==> src/rtl/seq_counter_ctrl.sv <==
// rtl/seq_counter_ctrl.sv - programmable table-driven sequence counter with start/stop/hold and loop count
module seq_counter_ctrl #(
   parameter int WIDTH  = 3,
   parameter int IDX_W  = 3,
   parameter int LOOP_W = 4
) (
   input  logic              CLK,
   input  logic              RESET,
   input  logic              cfg_we,
   input  logic [IDX_W-1:0]  cfg_addr,
   input  logic [WIDTH-1:0]  cfg_data,
   input  logic              cfg_len_we,
   input  logic [IDX_W-1:0]  cfg_len,
   input  logic              start,
   input  logic              stop,
   input  logic              hold,
   input  logic [LOOP_W-1:0] loops,
   output logic [WIDTH-1:0]  count,
   output logic [IDX_W-1:0]  index,
   output logic              busy,
   output logic              wrap,
   output logic              done,
   output logic              cfg_err
);

   localparam int DEPTH = 2 ** IDX_W;

   typedef enum logic [1:0] {IDLE, RUN, PAUSE} state_t;

   state_t            state, state_n;
   logic [WIDTH-1:0]  tbl [DEPTH];
   logic [IDX_W-1:0]  len_m1;
   logic [LOOP_W-1:0] rem, rem_n;
   logic [WIDTH-1:0]  count_n;
   logic [IDX_W-1:0]  index_n, index_inc;
   logic              wrap_n, done_n, cfg_err_n;
   logic              cfg_any, start_ok, step, last, last_loop;

   // Reset-default table reproduces the legacy 0,3,5,6 sequence.
   function automatic logic [WIDTH-1:0] dflt(input int i);
      case (i)
         1:       dflt = WIDTH'(3);
         2:       dflt = WIDTH'(5);
         3:       dflt = WIDTH'(6);
         default: dflt = '0;
      endcase
   endfunction

   assign cfg_any   = cfg_we | cfg_len_we;
   assign start_ok  = start & ~stop & ~cfg_any;
   assign step      = (state == RUN) & ~stop & ~hold;
   assign last      = (index == len_m1);
   assign last_loop = (rem == LOOP_W'(1));
   assign index_inc = index + IDX_W'(1);

   always_ff @(negedge CLK) begin
      if (RESET) state <= IDLE;
      else       state <= state_n;
   end

   always_comb begin
      state_n = state;
      case (state)
         IDLE:    if (start_ok) state_n = RUN;
         RUN: begin
            if (stop)                          state_n = IDLE;
            else if (hold)                     state_n = PAUSE;
            else if (last && last_loop)        state_n = IDLE;
         end
         PAUSE: begin
            if (stop)       state_n = IDLE;
            else if (!hold) state_n = RUN;
         end
         default: state_n = IDLE;
      endcase
   end

   // rem == 0 means a continuous run; it is never decremented below 1.
   always_comb begin
      count_n   = count;
      index_n   = index;
      rem_n     = rem;
      wrap_n    = 1'b0;
      done_n    = 1'b0;
      cfg_err_n = (state != IDLE) & cfg_any;
      if (state == IDLE && start_ok) begin
         index_n = '0;
         count_n = tbl[0];
         rem_n   = loops;
      end else if (step) begin
         if (last) begin
            index_n = '0;
            count_n = tbl[0];
            wrap_n  = 1'b1;
            if (last_loop)            done_n = 1'b1;
            else if (rem != '0)       rem_n  = rem - LOOP_W'(1);
         end else begin
            index_n = index_inc;
            count_n = tbl[index_inc];
         end
      end
   end

   always_ff @(negedge CLK) begin
      if (RESET) begin
         count   <= '0;
         index   <= '0;
         rem     <= '0;
         busy    <= 1'b0;
         wrap    <= 1'b0;
         done    <= 1'b0;
         cfg_err <= 1'b0;
         len_m1  <= IDX_W'(3);
         for (int i = 0; i < DEPTH; i++) tbl[i] <= dflt(i);
      end else begin
         count   <= count_n;
         index   <= index_n;
         rem     <= rem_n;
         busy    <= (state_n != IDLE);
         wrap    <= wrap_n;
         done    <= done_n;
         cfg_err <= cfg_err_n;
         if (state == IDLE) begin
            if (cfg_we)     tbl[cfg_addr] <= cfg_data;
            if (cfg_len_we) len_m1        <= cfg_len;
         end
      end
   end

endmodule

==> config.mk <==
export PLATFORM = sky130hd
export DESIGN_NAME = seq_counter_ctrl
export DESIGN_NICKNAME = d
export VERILOG_FILES = /design/src/rtl/seq_counter_ctrl.sv
export SDC_FILE = /design/constraint.sdc
export NUM_CORES = 1
export LEC_CHECK = 0
export CORE_MARGIN = 5
export CORE_UTILIZATION = 30
export CTS_BUF_LIST = sky130_fd_sc_hd__clkbuf_4
export DETAILED_ROUTE_END_ITERATION = 16
export SYNTH_ARGS = -nofsm -noshare
export SYNTH_HDL_FRONTEND = slang
export SYNTH_SLANG_ARGS = --single-unit
==> constraint.sdc <==
create_clock -name CLK -period 1.95 [get_ports CLK]
set_input_delay 0.39 -clock CLK [delete_from_list [all_inputs] [get_ports CLK]]
set_output_delay 0.39 -clock CLK [all_outputs]
set_load 0.01 [all_outputs]
==> impl_metrics.ini, run 1 <==
[outcome]
status = finished, violations left
violations = negative setup slack

[worst_setup_path]
startpoint_type = input pin
reg2reg_from = index[0]
timing.rr.end = count[2]
cp.arrival_ps = 1730
reg2regPathDepth = 7
cp_max_fo = 4
endpoint = count[2]
worstPathRequired_ps = 1340
worstSetupPathType = input pin to flop
critical_path.startpoint = hold
end_kind = flop
rrSetupSlack_ps = -150

[pwr]
powerDensity_mw_per_mm2 = 603
total_leakage_power_uw = 0.00157
irDropWorstVdd_v = 0.000415
p_total_uw = 2270

[min_path]
hold_path_class = flop to flop

[yosys]
postSynthCellCount = 202
synth_nets = 226
synthDistinctLibCells = 44
syn_area_mm2 = 0.00219
yosysMostFrequentCell = edfxtp_1
synth_edf_count = 24
synth_top_cell_by_area = edfxtp_1
seq_area_frac_synth = 0.502
synth_seq_cells = 43
yosysWarnings = 0
synth_top_area_frac = 0.329
async_reset_ff_frac = 0
avgSynthCellArea_um2 = 10.9
ys_top_cells_by_count = edfxtp_1, dfxtp_1, nor3_1
synth.area.top_cells = edfxtp_1, dfxtp_1, mux2i_1
synthFlopType = edfxtp_1

[global_routing]
antenna_found_initial = 0
grt_remaining_overflow = 0
grt_pass1_vias = 2224
grt_use_total = 0.139
grt_pass1_wl_um = 9730
grt_max_degree = 17

[cells_and_area]
fin_nets = 351
design_area_mm2 = 0.00376
insertedDiodeCount = 0
layoutNonFillerInstCount = 427
drive_above_1_share = 0.470
final.fill_count = 594
fin_util = 0.524
syn2layout_area_growth_pct = 71.6

[detailed_routing]
vias_per_cell = 4.76
wl_um = 6230
drt_iter0_markers = 30
wl_per_cell_um = 14.6
postRouteAntennaNets = 0
vias = 2033
drt-pass1-iter-count = 4
drt_drc_violations_left = 0

[place]
gp_congestion = 0.815
io_buffers = 29
placedCellCount = 363
dpl_cell_area_mm2 = 0.00303
place_hpwl_um = 3960

[sta]
tightest_slew_ps = 645
slew_headroom = 0.564
final_max_slew_viol_count = 0
setup_violations = 72
finClkSkew_ps = 25.7
setup_slack_ps = -393
final-hold-violation-count = 0
rsz0062_at_grt = yes

[cts]
clockBufferDepth = 2
worstSkewPairLatency_ps = 430
root_buffer = clkbuf_4
htree_levels = 2
clkTransAtPathRegs_ps = 60
numCtsBuffers = 5
cts_tree = built
numClockSinks = 43

[floorplan]
start_util = 0.305
die_y_um = 95.5
core_mm2 = 0.00718
rows = 31
top_level_ports = 30
die-area_mm2 = 0.00912
die_x_um = 95.5

[job]
maxCapViolCount = 0
-- metrics by stage --
stage | TNS (ps) | setup WS [ps] | hold slack [ps]
2_1_floorplan | -31130 | -788 | 473
3_3_place_gp | -73920 | -1240 | 492
3_5_place_dp | -74980 | -1320 | 484
4_1_cts | -15660 | -423 | 497
5_1_grt | -20390 | -449 | 533
6_report | -17080 | -393 | 497
-- layer usage --
layer  up-vias  global-route usage  part of all wire
met3         9              0.0410             0.037
met1       965               0.135              0.40
met2        48               0.257              0.55
met4         0              0.0806             0.017
li1       1011                   -                 -
met5         -                   0                 0
-- how the worst min path moves through the flow --
| stage | startpoint | to | cells past startpoint | slack, ps |
|---|---|---|---|---|
| floorplan | len_m1[2] | len_m1[2] | 2 | 470 |
| global placement | count[0] | count[0] | 1 | 490 |
| detailed placement | count[0] | count[0] | 1 | 480 |
| CTS | count[0] | count[0] | 1 | 500 |
| global route | count[0] | count[0] | 1 | 530 |
| finish | count[0] | count[0] | 1 | 500 |
-- sequential cells by signal, indices dropped and copies added, names as in the netlist --
register and flops:
tbl 24, rem 4, count 3, index 3
len_m1 3, state 2, busy 1, cfg_err 1
done 1, wrap 1
-- cell families after synthesis --
kind of cell / synth area share
and+or+nand+nor: 0.223
adders and majority gates: 0.0228
AOI/OAI and AO/OA: 0.0816
DFF: 0.502
muxes: 0.0902
xor gates and xnor gates: 0.0354
buffers and inverters: 0.0451
-- worst max-delay path: stages --
cell     delay, ps
buf_8          100
buf_6          100
or4b_4         550
a31oi_4        220
nor4b_4        220
a221o_1        150
-- cell type report --
type | instances | area (um2) | share of cell area
Clock buffer | 5 | 37.5 | 0.00998
Clock inverter | 46 | 204 | 0.0542
Inverter | 7 | 33.8 | 0.00898
Multi-Input combinational cell | 137 | 1410 | 0.375
Sequential cell | 43 | 1110 | 0.295
Tap cell | 99 | 124 | 0.0329
Timing Repair Buffer | 90 | 842 | 0.224
-- cell usage in the layout (no fill, tap or decap), types with 4 or more instances in the layout --
cell | netlist | routed
dfxtp_2 | 0 | 8
nor2_1 | 11 | 8
dlygate4sd2_1 | 0 | 5
nor4b_4 | 1 | 6
nor3_4 | 0 | 6
edfxtp_1 | 24 | 24
nand2_4 | 0 | 4
dfxtp_1 | 19 | 11
nand3_1 | 9 | 9
clkdlybuf4s50_1 | 0 | 7
nand2_1 | 13 | 6
mux2i_1 | 13 | 13
clkbuf_4 | 0 | 5
buf_6 | 1 | 26
inv_1 | 8 | 49
nor3_2 | 0 | 8
ha_1 | 4 | 4
buf_4 | 1 | 41
xor2_1 | 4 | 4
a21oi_1 | 5 | 4
-- report_power, final --
part	internal [uW]	switching (uW)	leakage (uW)
Sequential	989	17.0	0.000388
Clock	382	564	0.000276
Combinational	156	161	0.000909
Total	1530	742	0.00157
-- what timing repair did --
item / CTS / global route
pin swaps: 19 / 11
cloned: 1 / 0
buffers inserted: 12 / 5
setup endpoints to repair: 77 / 72
hold buffers: 0 / 0
resized for setup: 133 / 41
Power figures use the tool's default switching activity.
==> run 2, diff against run 1 <==
- CAP_MARGIN: not set -> 20
==> results of run 2 <==
Same layout as run 1: the final DEF is identical, and so are final timing and power.
